$ cat src/rtl/cam_pkg.sv
// Shared encodings for the YUV422 camera capture block: FSM states, byte-order codes, neutral chroma.
package cam_pkg;
    typedef enum logic [1:0] {
        ST_IDLE   = 2'd0,
        ST_ARMED  = 2'd1,
        ST_ACTIVE = 2'd2,
        ST_DONE   = 2'd3
    } cam_state_e;

    localparam logic       BO_YCBYCR  = 1'b0;
    localparam logic       BO_CBYCRY  = 1'b1;
    localparam logic [7:0] CR_NEUTRAL = 8'h80;
endpackage

$ cat src/rtl/cam_yuv422_capture_if.sv
// Camera byte bus (VSYNC/HREF/D) plus the pixel/write-address stream it is turned into.
interface cam_yuv422_capture_if #(
    parameter int ADDR_W = 19
);
    logic              VSYNC;
    logic              HREF;
    logic [7:0]        D;
    logic              pix_valid;
    logic [7:0]        Y;
    logic [7:0]        Cb;
    logic [7:0]        Cr;
    logic [ADDR_W-1:0] wr_addr;

    modport master (
        output VSYNC, HREF, D,
        input  pix_valid, Y, Cb, Cr, wr_addr
    );

    modport slave (
        input  VSYNC, HREF, D,
        output pix_valid, Y, Cb, Cr, wr_addr
    );
endinterface

$ cat src/rtl/cam_sync_edge.sv
// Registers VSYNC/HREF once and derives rise/fall pulses from registered vs previous value.
module cam_sync_edge (
    input  logic clk_i,
    input  logic rst_ni,
    input  logic vsync_i,
    input  logic href_i,
    output logic href_o,
    output logic vs_rise_o,
    output logic vs_fall_o,
    output logic hr_rise_o,
    output logic hr_fall_o
);
    logic vs_q, vs_prev_q, hr_q, hr_prev_q;

    always_ff @(posedge clk_i) begin
        if (!rst_ni) begin
            vs_q      <= 1'b0;
            vs_prev_q <= 1'b0;
            hr_q      <= 1'b0;
            hr_prev_q <= 1'b0;
        end else begin
            vs_q      <= vsync_i;
            vs_prev_q <= vs_q;
            hr_q      <= href_i;
            hr_prev_q <= hr_q;
        end
    end

    assign href_o    = hr_q;
    assign vs_rise_o = vs_q & ~vs_prev_q;
    assign vs_fall_o = ~vs_q & vs_prev_q;
    assign hr_rise_o = hr_q & ~hr_prev_q;
    assign hr_fall_o = ~hr_q & hr_prev_q;
endmodule

$ cat src/rtl/cam_yuv422_capture.sv
// YUV422 byte-stream capture: VSYNC/HREF framing to (Y,Cb,Cr) pixels with framebuffer write addresses.
// Optional macro CAM_CAPTURE_STATS_EN adds last_line_px / last_frame_lines / frame_cnt status outputs.
module cam_yuv422_capture
    import cam_pkg::*;
#(
    parameter int H_ACTIVE = 640,
    parameter int V_ACTIVE = 480,
    parameter int DEC_LOG2 = 0,
    parameter int ADDR_W   = 19
) (
    input  logic                PCLK,
    input  logic                rst_n,
    cam_yuv422_capture_if.slave cam,
    input  logic                en,
    input  logic                single_shot,
    input  logic                byte_order,
    output logic                frame_done,
    output logic                busy,
    output logic                line_err,
    output logic                frame_err
`ifdef CAM_CAPTURE_STATS_EN
    ,
    output logic [10:0]         last_line_px,
    output logic [9:0]          last_frame_lines,
    output logic [7:0]          frame_cnt
`endif
);
    localparam int LINE_BYTES = 2 * H_ACTIVE;
    localparam int BW         = $clog2(LINE_BYTES + 2);
    localparam int XW         = $clog2(H_ACTIVE + 1);
    localparam int YW         = $clog2(V_ACTIVE + 1);
    localparam int DMASK      = (1 << DEC_LOG2) - 1;
    localparam logic [BW-1:0] BCNT_MAX = BW'(LINE_BYTES + 1);

    logic href_lvl, vs_rise, vs_fall, hr_rise, hr_fall;

    cam_sync_edge u_sync (
        .clk_i     (PCLK),
        .rst_ni    (rst_n),
        .vsync_i   (cam.VSYNC),
        .href_i    (cam.HREF),
        .href_o    (href_lvl),
        .vs_rise_o (vs_rise),
        .vs_fall_o (vs_fall),
        .hr_rise_o (hr_rise),
        .hr_fall_o (hr_fall)
    );

    cam_state_e        state_q;
    logic [7:0]        d_q, b0_q, b2_q, cb_q, cr_hold_q;
    logic [1:0]        phase_q;
    logic [BW-1:0]     bcnt_q;
    logic              line_ok_q;
    logic [XW-1:0]     xcnt_q;
    logic [YW-1:0]     ycnt_q;
    logic [ADDR_W-1:0] addr_q, wr_addr_q;
    logic              pix_valid_q;
    logic [7:0]        pix_y_q, pix_cb_q, pix_cr_q;
    logic              frame_done_q, busy_q, line_err_q, frame_err_q;

    logic              vs_edge, frame_start, line_ok_d, byte_take, emit, keep;
    logic [1:0]        phase_d;
    logic [BW-1:0]     bcnt_d;
    logic [7:0]        pix_y_d, pix_cb_d, pix_cr_d;

    // The byte on d_q is aligned with href_lvl; phase/count restart with the line.
    always_comb begin
        vs_edge     = vs_rise | vs_fall;
        frame_start = vs_fall && (state_q == ST_ARMED);
        phase_d     = hr_rise ? 2'd0 : phase_q;
        bcnt_d      = hr_rise ? '0 : bcnt_q;
        line_ok_d   = hr_rise ? !vs_edge : line_ok_q;
        byte_take   = href_lvl && line_ok_d && (state_q == ST_ACTIVE)
                      && (bcnt_d < BW'(LINE_BYTES)) && (ycnt_q < YW'(V_ACTIVE));
        emit        = byte_take && phase_d[0];
        keep        = emit && ((xcnt_q & XW'(DMASK)) == '0) && ((ycnt_q & YW'(DMASK)) == '0);
        if (byte_order == BO_YCBYCR) begin
            pix_y_d  = phase_d[1] ? b2_q : b0_q;
            pix_cb_d = phase_d[1] ? cb_q : d_q;
            pix_cr_d = phase_d[1] ? d_q  : cr_hold_q;
        end else begin
            pix_y_d  = d_q;
            pix_cb_d = phase_d[1] ? cb_q : b0_q;
            pix_cr_d = phase_d[1] ? b2_q : cr_hold_q;
        end
    end

    always_ff @(posedge PCLK) begin
        if (!rst_n) begin
            state_q      <= ST_IDLE;
            d_q          <= '0;
            b0_q         <= '0;
            b2_q         <= '0;
            cb_q         <= '0;
            cr_hold_q    <= CR_NEUTRAL;
            phase_q      <= '0;
            bcnt_q       <= '0;
            line_ok_q    <= 1'b0;
            xcnt_q       <= '0;
            ycnt_q       <= '0;
            addr_q       <= '0;
            wr_addr_q    <= '0;
            pix_valid_q  <= 1'b0;
            pix_y_q      <= '0;
            pix_cb_q     <= '0;
            pix_cr_q     <= '0;
            frame_done_q <= 1'b0;
            busy_q       <= 1'b0;
            line_err_q   <= 1'b0;
            frame_err_q  <= 1'b0;
        end else begin
            d_q          <= cam.D;
            pix_valid_q  <= 1'b0;
            frame_done_q <= 1'b0;

            if (href_lvl) begin
                phase_q <= phase_d + 2'd1;
                bcnt_q  <= (bcnt_d == BCNT_MAX) ? bcnt_d : bcnt_d + 1'b1;
                if (phase_d == 2'd0) b0_q <= d_q;
                if (phase_d == 2'd2) b2_q <= d_q;
            end
            if (hr_rise) begin
                line_ok_q <= !vs_edge;
                cr_hold_q <= CR_NEUTRAL;
                xcnt_q    <= '0;
            end
            if (emit) begin
                xcnt_q <= xcnt_q + 1'b1;
                if (!phase_d[1]) cb_q      <= pix_cb_d;
                else             cr_hold_q <= pix_cr_d;
            end
            if (keep) begin
                pix_valid_q <= 1'b1;
                pix_y_q     <= pix_y_d;
                pix_cb_q    <= pix_cb_d;
                pix_cr_q    <= pix_cr_d;
                wr_addr_q   <= addr_q;
                addr_q      <= addr_q + 1'b1;
            end
            if (hr_fall && line_ok_q && !vs_edge && (state_q == ST_ACTIVE)) begin
                if (bcnt_q != BW'(LINE_BYTES)) line_err_q <= 1'b1;
                if (ycnt_q == YW'(V_ACTIVE)) frame_err_q <= 1'b1;
                else                         ycnt_q      <= ycnt_q + 1'b1;
            end
            if (frame_start) begin
                xcnt_q      <= '0;
                ycnt_q      <= '0;
                addr_q      <= '0;
                line_err_q  <= 1'b0;
                frame_err_q <= 1'b0;
            end

            case (state_q)
                ST_IDLE: begin
                    if (en) begin
                        state_q <= ST_ARMED;
                        busy_q  <= 1'b1;
                    end
                end
                ST_ARMED: begin
                    if (!en) begin
                        state_q <= ST_IDLE;
                        busy_q  <= 1'b0;
                    end else if (vs_fall) begin
                        state_q <= ST_ACTIVE;
                    end
                end
                ST_ACTIVE: begin
                    if (vs_rise) begin
                        frame_done_q <= 1'b1;
                        busy_q       <= en && !single_shot;
                        if (!en)             state_q <= ST_IDLE;
                        else if (single_shot) state_q <= ST_DONE;
                        else                 state_q <= ST_ARMED;
                    end
                end
                ST_DONE: begin
                    if (!en) state_q <= ST_IDLE;
                end
                default: begin
                    state_q <= ST_IDLE;
                    busy_q  <= 1'b0;
                end
            endcase
        end
    end

`ifdef CAM_CAPTURE_STATS_EN
    logic [10:0] last_line_px_q;
    logic [9:0]  last_frame_lines_q;
    logic [7:0]  frame_cnt_q;

    always_ff @(posedge PCLK) begin
        if (!rst_n) begin
            last_line_px_q     <= '0;
            last_frame_lines_q <= '0;
            frame_cnt_q        <= '0;
        end else begin
            if (hr_fall && line_ok_q && !vs_edge && (state_q == ST_ACTIVE))
                last_line_px_q <= 11'(xcnt_q);
            if (vs_rise && (state_q == ST_ACTIVE)) begin
                last_frame_lines_q <= 10'(ycnt_q);
                frame_cnt_q        <= frame_cnt_q + 8'd1;
            end
        end
    end

    assign last_line_px     = last_line_px_q;
    assign last_frame_lines = last_frame_lines_q;
    assign frame_cnt        = frame_cnt_q;
`endif

    assign cam.pix_valid = pix_valid_q;
    assign cam.Y         = pix_y_q;
    assign cam.Cb        = pix_cb_q;
    assign cam.Cr        = pix_cr_q;
    assign cam.wr_addr   = wr_addr_q;
    assign frame_done    = frame_done_q;
    assign busy          = busy_q;
    assign line_err      = line_err_q;
    assign frame_err     = frame_err_q;
endmodule

$ cat src/flat_wrapper.sv
// flat-port wrapper written by rule: the top's interface ports become plain ports
module cam_yuv422_capture_flat import cam_pkg::*;
#(
    parameter int H_ACTIVE = 640,
    parameter int V_ACTIVE = 480,
    parameter int DEC_LOG2 = 0,
    parameter int ADDR_W   = 19
)
  (PCLK, rst_n, en, single_shot, byte_order, frame_done, busy, line_err, frame_err, cam_VSYNC, cam_HREF, cam_D, cam_pix_valid, cam_Y, cam_Cb, cam_Cr, cam_wr_addr);
  cam_yuv422_capture_if #(.ADDR_W(ADDR_W)) cam_i ();
  input  logic PCLK;
  input  logic rst_n;
  input  logic en;
  input  logic single_shot;
  input  logic byte_order;
  output logic frame_done;
  output logic busy;
  output logic line_err;
  output logic frame_err;
  input wire logic [$bits(cam_i.VSYNC)-1:0] cam_VSYNC;
  input wire logic [$bits(cam_i.HREF)-1:0] cam_HREF;
  input wire logic [$bits(cam_i.D)-1:0] cam_D;
  output wire logic [$bits(cam_i.pix_valid)-1:0] cam_pix_valid;
  output wire logic [$bits(cam_i.Y)-1:0] cam_Y;
  output wire logic [$bits(cam_i.Cb)-1:0] cam_Cb;
  output wire logic [$bits(cam_i.Cr)-1:0] cam_Cr;
  output wire logic [$bits(cam_i.wr_addr)-1:0] cam_wr_addr;
  assign cam_i.VSYNC = cam_VSYNC;
  assign cam_i.HREF = cam_HREF;
  assign cam_i.D = cam_D;
  assign cam_pix_valid = cam_i.pix_valid;
  assign cam_Y = cam_i.Y;
  assign cam_Cb = cam_i.Cb;
  assign cam_Cr = cam_i.Cr;
  assign cam_wr_addr = cam_i.wr_addr;
  cam_yuv422_capture #(.H_ACTIVE(H_ACTIVE), .V_ACTIVE(V_ACTIVE), .DEC_LOG2(DEC_LOG2), .ADDR_W(ADDR_W)) u_core (.PCLK(PCLK), .rst_n(rst_n), .cam(cam_i), .en(en), .single_shot(single_shot), .byte_order(byte_order), .frame_done(frame_done), .busy(busy), .line_err(line_err), .frame_err(frame_err));
endmodule
$ cat config.mk
export PLATFORM = sky130hd
export DESIGN_NAME = cam_yuv422_capture_flat
export DESIGN_NICKNAME = d
export VERILOG_FILES = /design/src/rtl/cam_pkg.sv /design/src/rtl/cam_yuv422_capture_if.sv /design/src/rtl/cam_sync_edge.sv /design/src/rtl/cam_yuv422_capture.sv /design/src/flat_wrapper.sv
export SDC_FILE = /design/constraint.sdc
export NUM_CORES = 1
export LEC_CHECK = 0
export ABC_AREA = 1
export BUFFER_PORTS_ARGS = -buffer_cell sky130_fd_sc_hd__buf_2
export CAP_MARGIN = 20
export CELL_PAD_IN_SITES_DETAIL_PLACEMENT = 0
export CELL_PAD_IN_SITES_GLOBAL_PLACEMENT = 1
export CORE_AREA = 3 3 142 144
export CTS_BUF_LIST = sky130_fd_sc_hd__clkbuf_4 sky130_fd_sc_hd__clkbuf_8
export DETAILED_ROUTE_END_ITERATION = 6
export DIE_AREA = 0 0 145 147
export GPL_ROUTABILITY_DRIVEN = 0
export PLACE_DENSITY_LB_ADDON = 0.1
export SLEW_MARGIN = 10
export SYNTH_ARGS = -nofsm -noshare
export SYNTH_HDL_FRONTEND = slang
export SYNTH_SLANG_ARGS = --single-unit
$ cat constraint.sdc
create_clock -name PCLK -period 4.9 [get_ports PCLK]
set_clock_uncertainty 0.2 [all_clocks]
set_input_delay 1.47 -clock PCLK [delete_from_list [all_inputs] [get_ports PCLK]]
set_output_delay 1.47 -clock PCLK [all_outputs]
set_load 0.005 [all_outputs]
After elaboration in Yosys (flattened, before gate mapping)
Index checks and enable logic that the tools add are counted.

Bits in registers: 136. Bits in latches: 0. RAM bits: 0. Bits in read-only memories: 0. Output and inout port bits: 48. Memories kept: 0.

Add/sub/neg operators: 4. $mul: 0. Divide/modulo/power cells: 0. $lt $le $gt $ge: 2. Equality and inequality tests: 12. Shifts and indexed selects: 0. Multiplexer cells: 29. Bitwise logic cells: 12. Reductions and logical operators: 25.

Operator list (number): 8-bit two-way mux (11); 11-bit two-way mux (2); 19-bit by 1-bit adder with 19-bit output (second input constant) (1); 2-bit two-way mux (8); 2-bit AND reduction (7); 11-bit by 1-bit adder with 11-bit output (second input constant) (1); 11-bit equality test (second input constant) (1); 11-bit < comparator (second input constant) (1); 11-bit != test (second input constant) (1); 1-bit logical AND (10); 9-bit by 1-bit adder with 9-bit output (second input constant) (1); 9-bit equality test (second input constant) (1); 9-bit < comparator (second input constant) (1); 2-bit case mux with 4 select lines (1); 4-bit AND reduction (2); 1-bit inverter (7); 2-bit equality test (second input constant) (3); 1-bit two-way mux (6); 2-bit != test (second input constant) (3); 1-bit bitwise AND (4); 2-bit zero test (2); 3-bit by 2-bit != test with 1-bit output (second input constant) (1); 1-bit case mux with 3 select lines (1); 3-bit nonzero test (1); 6 further kinds (7).

Depth between registers and ports, before layout
Word-level depth: 11. Mapped depth: 12. Mapped depth without buffers: 11.

Cells and area by module
A second synthesis with hierarchy kept.

Cell total of the unflattened synthesis: 889. Area, all modules: 6221.0 um2.

Modules (own cells, without submodules): cam_yuv422_capture (times used 1, cells each 869, area an instance 6075.8 um2, sequential area each 2642.5 um2); cam_sync_edge (times used 1, cells each 20, area an instance 145.1 um2, sequential area each 80.1 um2).

Worst setup path before layout
OpenSTA, ideal clock, no wires.

Kind: input-to-reg. From: in byte_order. To: reg u_core.pix_cb_q[5], in the netlist u_core.cam.Cb[5]. Library setup time: 0.070 ns. Arrival time: 2.478 ns. Required time: 4.630 ns. Setup slack: 2.152 ns. Stages: 8. Path buffers: 3. Path through: buf_2 inv_1 buf_2 clkbuf_1 o21ai_0 nand2_1 nand2_1 a21oi_1.

Longest elaborated chain between the ends: 1.

RTL lines: start, declared (line flat_wrapper.sv:15) `input logic byte_order;`; 8-bit two-way mux (line cam_yuv422_capture.sv:77) `if (byte_order == BO_YCBYCR) begin`; end signal, assigned (line cam_yuv422_capture.sv:135) `pix_cb_q <= pix_cb_d;`; end, declared (line cam_yuv422_capture.sv:58) `logic [7:0] pix_y_q, pix_cb_q, pix_cr_q;`.

No other way between the ends. A chain may end at the register's enable or synchronous reset.

Worst setup path after layout
From: reg u_core.u_sync.hr_q, in the netlist u_core.u_sync.href_o. To: reg u_core.b2_q[1].

Longest elaborated chain between the ends: 4.

RTL lines: start, declared (line cam_sync_edge.sv:13) `logic vs_q, vs_prev_q, hr_q, hr_prev_q;`; start signal, assigned (line cam_sync_edge.sv:24) `hr_q <= href_i;`; 1-bit bitwise AND (line cam_sync_edge.sv:32) `assign hr_rise_o = hr_q & ~hr_prev_q;`; 2-bit two-way mux (line cam_yuv422_capture.sv:70) `phase_d = hr_rise ? 2'd0 : phase_q;`; 2-bit equality test (line cam_yuv422_capture.sv:120) `if (phase_d == 2'd2) b2_q <= d_q;`; 2-bit AND reduction (no line) *; end signal, assigned (line cam_yuv422_capture.sv:120); end, declared (line cam_yuv422_capture.sv:50) `logic [7:0] d_q, b0_q, b2_q, cb_q, cr_hold_q;`.

Mark *: on every way between the ends. The rest lies on a longest branch, timed or not.

==> results.sh <==
export IMPL_fin_crit_ns=3.02
export IMPL_cts_resized=0
export IMPL_hold_start="u_core.u_sync.vs_q"
export IMPL_powerDensity_mw_per_mm2=312
export IMPL_worstHoldEndpoint="u_core.u_sync.vs_prev_q"
export IMPL_clock_tree_buffer_depth=2
export IMPL_dieHeight_um=147
export IMPL_drv_slew=0
export IMPL_grt_pass1_wl_mm=27.7
export IMPL_syn_area_mm2=0.00627
export IMPL_via_per_inst=4.59
export IMPL_cts_sinks=136
export IMPL_cp_slowest_cell="dfxtp_1"
export IMPL_synth_warnings=0
export IMPL_holdPathStages=2
export IMPL_synthesis_nets=943
export IMPL_cts_inserted_buffers=17
export IMPL_drc_errors=0
export IMPL_max_stage_delay_ns=0.61
export IMPL_hpwl_mm=11.3
export IMPL_min_delay_path_class="reg -> reg"
export IMPL_core_mm2=0.0188
export IMPL_synth_area_leader_cell="dfxtp_1"
export IMPL_insertion_delay_ns=0.44
export IMPL_antenna_found_initial=0
export IMPL_slew_headroom=0.401
export IMPL_insertedDiodeCount=0
export IMPL_detail_route_iter0_violations=285
export IMPL_synth_top_area_share=0.434
export IMPL_worst_path_buf_inv=3
export IMPL_reg2reg_from="u_core.u_sync.href_o"
export IMPL_worstSetupStartpointType="register"
export IMPL_max_freq_mhz=331
export IMPL_path_class="reg -> reg"
export IMPL_holdWs_ns=0.255
export IMPL_final_area_mm2=0.00717
export IMPL_crit_chain="nand2_4 -> nand2_1 -> buf_4 -> inv_1 -> ha_1 -> nand2_1 -> inv_1 -> o21ai_0 -> a21oi_1"
export IMPL_grtUsageTotal=0.158
export IMPL_ff2ff_setup_slack_ns=1.88
export IMPL_cp_end_kind="register"
export IMPL_rsz0062_at_grt="false"
export IMPL_power_leakage_nw=3.01
export IMPL_synth_edf_count=0
export IMPL_die_x_um=145
export IMPL_vias=5685
export IMPL_setup_violations=0
export IMPL_yosysSeqAreaShare=0.434
export IMPL_initial_core_util=0.333
export IMPL_period_share=0.617
export IMPL_rr_endpoint="u_core.b2_q[1]"
export IMPL_dr_pass1_iters=7
export IMPL_cts_setup_buffers=0
export IMPL_drv_cap=0
export IMPL_outcome="complete, no violations"
export IMPL_fin_nets=990
export IMPL_final_setup_tns_ns=0
export IMPL_drive_gt1_frac=0.125
export IMPL_placementRows=50
export IMPL_clkSlewWorstSetupHoldPaths_ns=0.07
export IMPL_avgSynthCellArea_um2=6.82
export IMPL_netlist_instances=919
export IMPL_ys_seq_elements=136
export IMPL_grt_max_degree=39
export IMPL_rr_worst_depth=9
export IMPL_port_buffers=62
export IMPL_arrival_ns=3.15
export IMPL_finalHoldViolCount=0
export IMPL_cts_root_buffer="clkbuf_8"
export IMPL_irDropWorstVdd_mv=0.149
export IMPL_cp_max_fo=33
export IMPL_cts_tree="built"
export IMPL_pin_count=63
export IMPL_gr_total_overflow=0
export IMPL_areaGrowthSynthToFinish_pct=14.5
export IMPL_htree_levels=4
export IMPL_cts_hold_buf=0
export IMPL_grt_pass1_vias=5425
export IMPL_crit_family="buffers and inverters"
export IMPL_place_area_mm2=0.00676
export IMPL_die_area_mm2=0.0213
export IMPL_cp_data_required_time_ns=5.03
export IMPL_wirelength_mm=16.4
export IMPL_synth_top_flop_cell="dfxtp_1"
export IMPL_finalPower_mw=2.24
export IMPL_post_drt_wl_per_cell_um=13.2
export IMPL_antenna_left=0
export IMPL_async_flop_share=0
export IMPL_synth_distinct_cells=35
export IMPL_synth_area_leaders="dfxtp_1 43%, nand2_1 14%, nor2_1 9.0%, a21oi_1 6.5%, o21ai_0 5.9%"
export IMPL_max_slew_worst_pin_slew_ns=0.896
[cell families after synthesis]
| group | count (synthesis) | share of synthesized area |
|---|---|---|
| compound gates | 174 | 0.144 |
| xor+xnor | 18 | 0.0252 |
| fa+ha+maj | 9 | 0.0180 |
| buf+inv | 133 | 0.0872 |
| simple gates | 449 | 0.291 |
| flops | 136 | 0.434 |
[metal layers]
metal / routed length [um] / track usage
met5: 0 / 0
met4: 272 / 0.0542
met1: 7960 / 0.210
met2: 7560 / 0.259
met3: 578 / 0.0299
[power breakdown]
group | switching [mW] | leakage (nW) | total (mW) | internal [mW]
registers | 0.0147 | 1.10 | 1.14 | 1.12
logic | 0.0936 | 1.70 | 0.134 | 0.0407
clock network | 0.443 | 0.209 | 0.969 | 0.526
total | 0.551 | 3.01 | 2.24 | 1.69
[synth_stat cells (3+ instances only)]
master and count:
nand2_1 233, nor2_1 150, dfxtp_1 136, inv_1 87, a21oi_1 81, o21ai_0 74, nand3_1 34, clkbuf_1 18
buf_2 14, xnor2_1 10, ha_1 9, nor3_1 8, xor2_1 8, buf_4 6, nand4_1 6, o21ai_1 6
inv_2 5, a31oi_1 4, nor2_2 4, o211ai_1 4, nand2_2 3
[worst reg2reg max path, delay by kind of cell, from the launching register on]
family	cells	cell delay (ns)
DFF	1	0.61
and+or+nand+nor	3	0.69
buffers and inverters	3	0.86
AOI/OAI and AO/OA	2	0.22
adders and majority gates	1	0.33
[metrics by stage]
| stage | utilization | worst slack, ns | std cells |
|---|---|---|---|
| after CTS | 0.381 | 1.83 | 1239 |
| after global routing | 0.381 | 1.49 | 1239 |
| after floorplan | - | 2.15 | 919 |
| final | 0.381 | 1.88 | 1239 |
| after global placement | 0.359 | 1.71 | 1207 |
| after detailed placement | 0.359 | 1.70 | 1207 |
[area by class of cell]
type	instances	area (um^2)
Clock buffer	20	263
Clock inverter	12	151
Fill cell	2087	11700
Inverter	92	345
Multi-Input combinational cell	650	3000
Sequential cell	136	2720
Tap cell	260	325
Timing Repair Buffer	69	363
[flip-flops by register name, summed over array words and instances, names as in the netlist, 2 cells and up]
register / flops
u_core.addr_q: 19
u_core.b0_q: 8
u_core.b2_q: 8
u_core.bcnt_q: 11
u_core.cam.Cb: 8
u_core.cam.Cr: 8
u_core.cam.Y: 8
u_core.cam.wr_addr: 19
u_core.cb_q: 8
u_core.cr_hold_q: 8
u_core.d_q: 8
u_core.phase_q: 2
u_core.state_q: 2
u_core.ycnt_q: 9
[cells in the final DEF (no fill, tap or decap), drive strengths merged]
cell type    n
a211oi       1
a21o         1
a21oi       81
a31oi        4
buf         69
bufinv       3
clkbuf      20
clkinv       7
clkinvlp     2
dfxtp      136
ha           9
inv         92
nand2      237
nand3       35
nand3b       2
nand4        6
nor2       155
nor3         9
nor4         3
o211a        1
o211ai       4
o21ai       82
or2          2
xnor2       10
xor2         8
[worst max-delay path by stage]
stage	start	end	slack, ns	depth (start not counted)
floorplan	byte_order	u_core.cam.Cb[5]	2.15	8
global placement	byte_order	u_core.cam.Cr[6]	1.71	8
detailed placement	byte_order	u_core.cam.Cr[0]	1.70	8
CTS	u_core.u_sync.href_o	u_core.b2_q[1]	1.83	9
global route	u_core.u_sync.href_o	u_core.b2_q[1]	1.49	9
finish	u_core.u_sync.href_o	u_core.b2_q[1]	1.88	9
(Power assumes the default switching activity.)
